File: config.mk
export PLATFORM = sky130hd
export DESIGN_NAME = id_stage
export DESIGN_NICKNAME = d
export VERILOG_FILES = /design/src/rtl/id_stage.sv
export SDC_FILE = /design/constraint.sdc
export NUM_CORES = 2
export LEC_CHECK = 0
export ABC_AREA = 1
export CAP_MARGIN = 20
export CORE_ASPECT_RATIO = 1.25
export CORE_UTILIZATION = 32
export DETAILED_ROUTE_END_ITERATION = 8
export PLACE_DENSITY = 0.47
export SLEW_MARGIN = 20
export SYNTH_ARGS = -nofsm -noshare
export SYNTH_HDL_FRONTEND = slang
export SYNTH_SLANG_ARGS = --single-unit
File: constraint.sdc
create_clock -name clk -period 44.2 [get_ports clk]
set_input_delay 8.84 -clock clk [delete_from_list [all_inputs] [get_ports clk]]
set_output_delay 8.84 -clock clk [all_outputs]
set_load 0.01 [all_outputs]
File: src/rtl/id_stage.sv
// RV32I decode stage: IF/ID register, 32x32 register file with write-through bypass,
// load-use/branch hazard detection, early BEQ/BNE/JAL resolution and a registered ID/EX bundle.
module id_stage #(
    parameter int N    = 32,
    parameter int NREG = 32
) (
    input  logic         clk,
    input  logic         reset,
    input  logic [N-1:0] pc,
    input  logic [31:0]  inst,
    output logic [N-1:0] pc_branch,
    output logic         branch_zero,
    output logic         pc_hold,
    input  logic         ex_mem_read,
    input  logic         ex_reg_write,
    input  logic [4:0]   ex_rd,
    input  logic         mem_reg_write,
    input  logic [4:0]   mem_rd,
    input  logic         wb_we,
    input  logic [4:0]   wb_rd,
    input  logic [N-1:0] wb_data,
    output logic         idex_valid,
    output logic [N-1:0] idex_pc,
    output logic [N-1:0] idex_rs1_data,
    output logic [N-1:0] idex_rs2_data,
    output logic [N-1:0] idex_imm,
    output logic [4:0]   idex_rd,
    output logic [6:0]   idex_opcode,
    output logic [2:0]   idex_funct3,
    output logic         idex_funct7b5
);

    localparam logic [6:0]  OP_LOAD   = 7'b0000011;
    localparam logic [6:0]  OP_IMM    = 7'b0010011;
    localparam logic [6:0]  OP_JALR   = 7'b1100111;
    localparam logic [6:0]  OP_STORE  = 7'b0100011;
    localparam logic [6:0]  OP_BRANCH = 7'b1100011;
    localparam logic [6:0]  OP_LUI    = 7'b0110111;
    localparam logic [6:0]  OP_AUIPC  = 7'b0010111;
    localparam logic [6:0]  OP_JAL    = 7'b1101111;
    localparam logic [6:0]  OP_REG    = 7'b0110011;
    localparam logic [31:0] NOP       = 32'h00000013;

    logic         if_valid_q, if_valid_d;
    logic [N-1:0] if_pc_q, if_pc_d;
    logic [31:0]  if_inst_q, if_inst_d;
    logic [N-1:0] rf_q [NREG];

    logic [6:0]   opcode;
    logic [4:0]   rs1, rs2, rd;
    logic [2:0]   funct3;
    logic [31:0]  imm32;
    logic [N-1:0] imm, rs1_data, rs2_data;
    logic         uses_rs2, is_beq, is_bne, is_jal;
    logic         rs1_busy, rs2_busy, load_use, branch_stall, taken;

    logic         idex_valid_q, idex_valid_d;
    logic [N-1:0] idex_pc_q, idex_pc_d;
    logic [N-1:0] idex_rs1_q, idex_rs1_d;
    logic [N-1:0] idex_rs2_q, idex_rs2_d;
    logic [N-1:0] idex_imm_q, idex_imm_d;
    logic [4:0]   idex_rd_q, idex_rd_d;
    logic [6:0]   idex_opcode_q, idex_opcode_d;
    logic [2:0]   idex_funct3_q, idex_funct3_d;
    logic         idex_f7b5_q, idex_f7b5_d;

    assign opcode = if_inst_q[6:0];
    assign rd     = if_inst_q[11:7];
    assign funct3 = if_inst_q[14:12];
    assign rs1    = if_inst_q[19:15];
    assign rs2    = if_inst_q[24:20];

    always_comb begin
        // NOTE: default assigned first so opcodes without an immediate cannot infer a latch.
        imm32 = '0;
        case (opcode)
            OP_LOAD, OP_IMM, OP_JALR: imm32 = {{20{if_inst_q[31]}}, if_inst_q[31:20]};
            OP_STORE:  imm32 = {{20{if_inst_q[31]}}, if_inst_q[31:25], if_inst_q[11:7]};
            OP_BRANCH: imm32 = {{19{if_inst_q[31]}}, if_inst_q[31], if_inst_q[7],
                                if_inst_q[30:25], if_inst_q[11:8], 1'b0};
            OP_LUI, OP_AUIPC: imm32 = {if_inst_q[31:12], 12'b0};
            OP_JAL:    imm32 = {{11{if_inst_q[31]}}, if_inst_q[31], if_inst_q[19:12],
                                if_inst_q[20], if_inst_q[30:21], 1'b0};
            default:   imm32 = '0;
        endcase
    end
    assign imm = N'($signed(imm32));

    // x0 reads as zero; a same-cycle writeback is forwarded so a stalled source sees it at once.
    assign rs1_data = (rs1 == 5'd0) ? '0 : (wb_we && wb_rd == rs1) ? wb_data : rf_q[rs1];
    assign rs2_data = (rs2 == 5'd0) ? '0 : (wb_we && wb_rd == rs2) ? wb_data : rf_q[rs2];

    assign uses_rs2 = (opcode == OP_REG) || (opcode == OP_STORE) || (opcode == OP_BRANCH);
    assign is_beq   = (opcode == OP_BRANCH) && (funct3 == 3'b000);
    assign is_bne   = (opcode == OP_BRANCH) && (funct3 == 3'b001);
    assign is_jal   = (opcode == OP_JAL);

    assign rs1_busy = (rs1 != 5'd0) && ((ex_reg_write && ex_rd == rs1) || (mem_reg_write && mem_rd == rs1));
    assign rs2_busy = (rs2 != 5'd0) && ((ex_reg_write && ex_rd == rs2) || (mem_reg_write && mem_rd == rs2));
    assign load_use = ex_mem_read && (ex_rd != 5'd0) &&
                      ((ex_rd == rs1) || (uses_rs2 && ex_rd == rs2));
    assign branch_stall = (is_beq || is_bne) && (rs1_busy || rs2_busy);

    assign pc_hold     = if_valid_q && (load_use || branch_stall);
    assign taken       = (is_beq && rs1_data == rs2_data) || (is_bne && rs1_data != rs2_data) || is_jal;
    assign branch_zero = if_valid_q && taken && !pc_hold;
    assign pc_branch   = if_pc_q + imm;

    always_comb begin
        if_valid_d = if_valid_q;
        if_pc_d    = if_pc_q;
        if_inst_d  = if_inst_q;
        if (!pc_hold) begin
            if_valid_d = !branch_zero;
            if_pc_d    = pc;
            if_inst_d  = inst;
        end
    end

    always_comb begin
        idex_valid_d  = if_valid_q && !pc_hold;
        idex_pc_d     = '0;
        idex_rs1_d    = '0;
        idex_rs2_d    = '0;
        idex_imm_d    = '0;
        idex_rd_d     = '0;
        idex_opcode_d = '0;
        idex_funct3_d = '0;
        idex_f7b5_d   = 1'b0;
        if (idex_valid_d) begin
            idex_pc_d     = if_pc_q;
            idex_rs1_d    = rs1_data;
            idex_rs2_d    = rs2_data;
            idex_imm_d    = imm;
            idex_rd_d     = rd;
            idex_opcode_d = opcode;
            idex_funct3_d = funct3;
            idex_f7b5_d   = if_inst_q[30];
        end
    end

    always_ff @(posedge clk or posedge reset) begin
        // NOTE: non-blocking updates so every register samples pre-edge values.
        if (reset) begin
            if_valid_q    <= 1'b0;
            if_pc_q       <= '0;
            if_inst_q     <= NOP;
            idex_valid_q  <= 1'b0;
            idex_pc_q     <= '0;
            idex_rs1_q    <= '0;
            idex_rs2_q    <= '0;
            idex_imm_q    <= '0;
            idex_rd_q     <= '0;
            idex_opcode_q <= '0;
            idex_funct3_q <= '0;
            idex_f7b5_q   <= 1'b0;
        end else begin
            if_valid_q    <= if_valid_d;
            if_pc_q       <= if_pc_d;
            if_inst_q     <= if_inst_d;
            idex_valid_q  <= idex_valid_d;
            idex_pc_q     <= idex_pc_d;
            idex_rs1_q    <= idex_rs1_d;
            idex_rs2_q    <= idex_rs2_d;
            idex_imm_q    <= idex_imm_d;
            idex_rd_q     <= idex_rd_d;
            idex_opcode_q <= idex_opcode_d;
            idex_funct3_q <= idex_funct3_d;
            idex_f7b5_q   <= idex_f7b5_d;
        end
    end

    always_ff @(posedge clk or posedge reset) begin
        // NOTE: the register file is built from flops so reset can clear every entry.
        if (reset) begin
            for (int i = 0; i < NREG; i++) rf_q[i] <= '0;
        end else if (wb_we && wb_rd != 5'd0) begin
            rf_q[wb_rd] <= wb_data;
        end
    end

    assign idex_valid    = idex_valid_q;
    assign idex_pc       = idex_pc_q;
    assign idex_rs1_data = idex_rs1_q;
    assign idex_rs2_data = idex_rs2_q;
    assign idex_imm      = idex_imm_q;
    assign idex_rd       = idex_rd_q;
    assign idex_opcode   = idex_opcode_q;
    assign idex_funct3   = idex_funct3_q;
    assign idex_funct7b5 = idex_f7b5_q;

endmodule

==> run_results.csv <==
group,metric,value,unit
placement,dp_slack,22.13,ns
timing,period_needed,22.13,ns
floorplanning,die-area,0.219,mm^2
setup_path,start_kind,"input port",
floorplanning,rows,190,
pwr,powerDensity,44.5,mW/mm^2
setup_path,cp.required,35.36,ns
clocking,ctsResizeCount,0,
synth,synth_nets,9895,
timing,final.period_utilization,50.1,%
floorplanning,fp.dieH,523,um
synth,synth_cell_types,57,
synth,synth_top_cells_by_area,"dfrtp_1, nand2_1, nand3_1, o21ai_0, inv_1",
synth,yosysSeqAreaShare,44.4,%
global_routing,grt_overflow,0,
setup_path,slowest_stage,"clkdlybuf4s50_1",
global_routing,track_usage,28.2,%
route,drtAntennaViolNets,0,
min_path,holdPathEnd,"rf_q[1021]",
floorplanning,die_w,419,um
synth,synth-main-ff-cell,"dfrtp_1",
timing,fmax,45.2,MHz
layout,final_cells,12500,
route,wire_per_inst,25.1,um
flow_run,maxCapViolCount,0,
clocking,cts-buffers-inserted,149,
clocking,clockBufferDepth,4,
layout,drive_above_1_share,4.97,%
clocking,cts_tree,"built",
floorplanning,ios,296,
min_path,hold_path.class,"flop to flop",
placement,place_congestion,0.893,
layout,regArea,0.0309,mm^2
synth,ys_warn_count,0,
pwr,ir_drop,29.1,uV
route,via_count,68000,
setup_path,r2r-start,"if_inst_q[15]",
synth,syn_area,0.0695,mm^2
global_routing,grt_pass1_wl,456,mm
layout,final_cell_mix,"nand2_1, nand3_1, dfrtp_1",
run_status,outcome,"completed",
synth,synth-seq-cells,1234,
setup_path,r2r_end,"if_valid_q",
timing,drv_slew,0,
timing,skew,0.0347,ns
setup_path,path_cells,"clkdlybuf4s50_1, inv_2, o22ai_1, nor2_1, nand2_4, nand2_1, o21bai_1, nand2_1, nand2_1, nand3_1, nor2_1, nand2_1, nor2_2, nand3_1, nand3_1, nand2_2, inv_2, clkdlybuf4s50_1",
timing,fin_setup_tns,0,ns
route,avgViaCountPerCell,5.43,
setup_path,cp_max_fo,78,
synth,syn_area_per_cell,7.13,um^2
setup_path,critPathLaunch,"wb_rd[4]",
clocking,clk_pin_slew_worst_paths,0.05,ns
layout,nNetsFinal,9681,
global_routing,antenna_found_initial,19,
setup_path,r2r_setup_slack,37.21,ns
floorplanning,core,0.215,mm^2
pwr,total_leakage_power,38.2,nW
layout,multi_input_area,0.0313,mm^2
timing,setup_viol,0,
global_routing,grt_pass1_vias,63700,
setup_path,crit_top_cell,"nand2_1",
synth,synth-edff-count,0,
timing,finalWorstSetupSlack,22.07,ns
layout,layout_commonest_cell,"nand2_1",
synth,synthArstFlopShare,100,%
synth,yosys.area.top_type,"dfrtp_1",
timing,rsz0062_at_grt,"no",
clocking,htreeDepth,4,
route,firstDrtPassIters,8,
clocking,clk-insertion-delay-late,0.82,ns
setup_path,path_class,"input port to output port",
synth,postSynthCellCount,9747,
layout,syn2layout_area_growth,13.0,%
global_routing,grt_max_degree,164,
clocking,cts_setup_buffers,0,
setup_path,slowest_delay,0.74,ns
clocking,postCtsHoldBufs,0,
timing,final-hold-violation-count,0,
synth,synth_top_cell_area_share,44.3,%
clocking,cts_root_buf,"clkbuf_16",
timing,hold-worst-slack,0.373,ns
clocking,cts.sinks,1234,
placement,dp.cells,12300,
floorplanning,start_util,32.3,%
route,drt_wl_total,315,mm
placement,hpwl,181,mm
placement,port_buffers,295,
timing,tightestPinTransition,1.21,ns
route,remaining_drc_errors,0,
timing,max_slew_margin,19.5,%
setup_path,worstPathArrival,13.29,ns
setup_path,worst_setup_path_end_kind,"output port",
setup_path,rr_worst_depth,21,
min_path,hold_depth,0,
layout,fillers,22600,
min_path,min_from,"rf_q[1021]",
route,drtIter0Drc,7966,
## area by class of cell
type,instances,share of cell area (%)
clock inverters,37,0.577
diodes,12,0.0382
multi-input cells,6726,39.8
flip-flops and latches,1234,39.4
clock buffers,215,5.59
inverters,994,4.81
well taps,2880,4.59
repair buffers,428,5.21
## kinds of logic (layout without fill, tap and decap cells)
logic type                 count (synthesis)  in the layout  synth area share [%]
xor gates and xnor gates                  34             34                 0.428
other                                      0             12                     0
buffers and inverters                   1787           1674                  11.0
AOI/OAI and AO/OA                       1799           1799                  14.5
DFF                                     1234           1234                  44.4
adders and majority gates                 31             31                 0.569
and+or+nand+nor                         4862           4862                  29.1
## cells in the mapped netlist (7+ instances only)
cell type	count
buf_2	291
o211ai_1	367
buf_1	30
ha_1	30
buf_6	39
a21oi_1	179
buf_4	73
nand3_1	1333
or2_2	33
inv_2	10
nor3_1	20
inv_1	982
xnor2_1	9
clkbuf_1	359
xor2_1	25
or2_0	8
dfrtp_1	1231
or2_1	13
nor2_1	386
o21ai_0	1158
o21bai_1	7
o21ai_1	44
nand2_1	3043
o22ai_1	14
## worst max path at each step
| stage | slack (ns) | depth (start not counted) | endpoint |
|---|---|---|---|
| 2_1_floorplan | 0.59 | 1 | idex_funct3[0] |
| 3_3_place_gp | 22.27 | 18 | branch_zero |
| 3_5_place_dp | 22.13 | 18 | branch_zero |
| 4_1_cts | 22.13 | 18 | branch_zero |
| 5_1_grt | 21.84 | 18 | branch_zero |
| 6_report | 22.07 | 18 | branch_zero |
## routing by layer
metal	vias up	track usage, %	part of all wire, %
met5	-	0	0.019
met4	10	10.8	4.1
met3	556	5.09	8.5
met2	3311	44.6	45
met1	33100	38.3	43
li1	31000	-	-
## flip-flops by register name, indices dropped and copies added (netlist names), 7 cells and up
register       count
idex_imm          32
idex_opcode        7
idex_pc           32
idex_rs1_data     32
idex_rs2_data     32
if_inst_q         32
if_pc_q           32
rf_q            1024
## critical path: cells and delay by family
kind	cells	cell delay, ns
AO/OA/AOI/OAI	2	0.43
buffers and inverters	4	1.52
AND/OR/NAND/NOR	12	2.41
## metrics by stage
stage / util, % / area, um^2 / total power, W
CTS: 36.5 / 78500 / 0.00350
finish: 36.5 / 78500 / 0.00349
floorplan: - / 69500 / 0.00197
global placement: 34.2 / 73600 / 0.00222
global route: 36.5 / 78500 / 0.00367
detailed placement: 34.2 / 73600 / 0.00224
## where the power goes
| group | switching [W] | leakage (nW) | internal, W | total (W) |
|---|---|---|---|---|
| combinational | 0.000525 | 20.1 | 0.000266 | 0.000791 |
| sequential | 0.000117 | 15.7 | 0.00132 | 0.00144 |
| clock | 0.000518 | 2.39 | 0.000745 | 0.00126 |
| total | 0.00116 | 38.2 | 0.00233 | 0.00349 |
(Power assumes the default switching activity.)
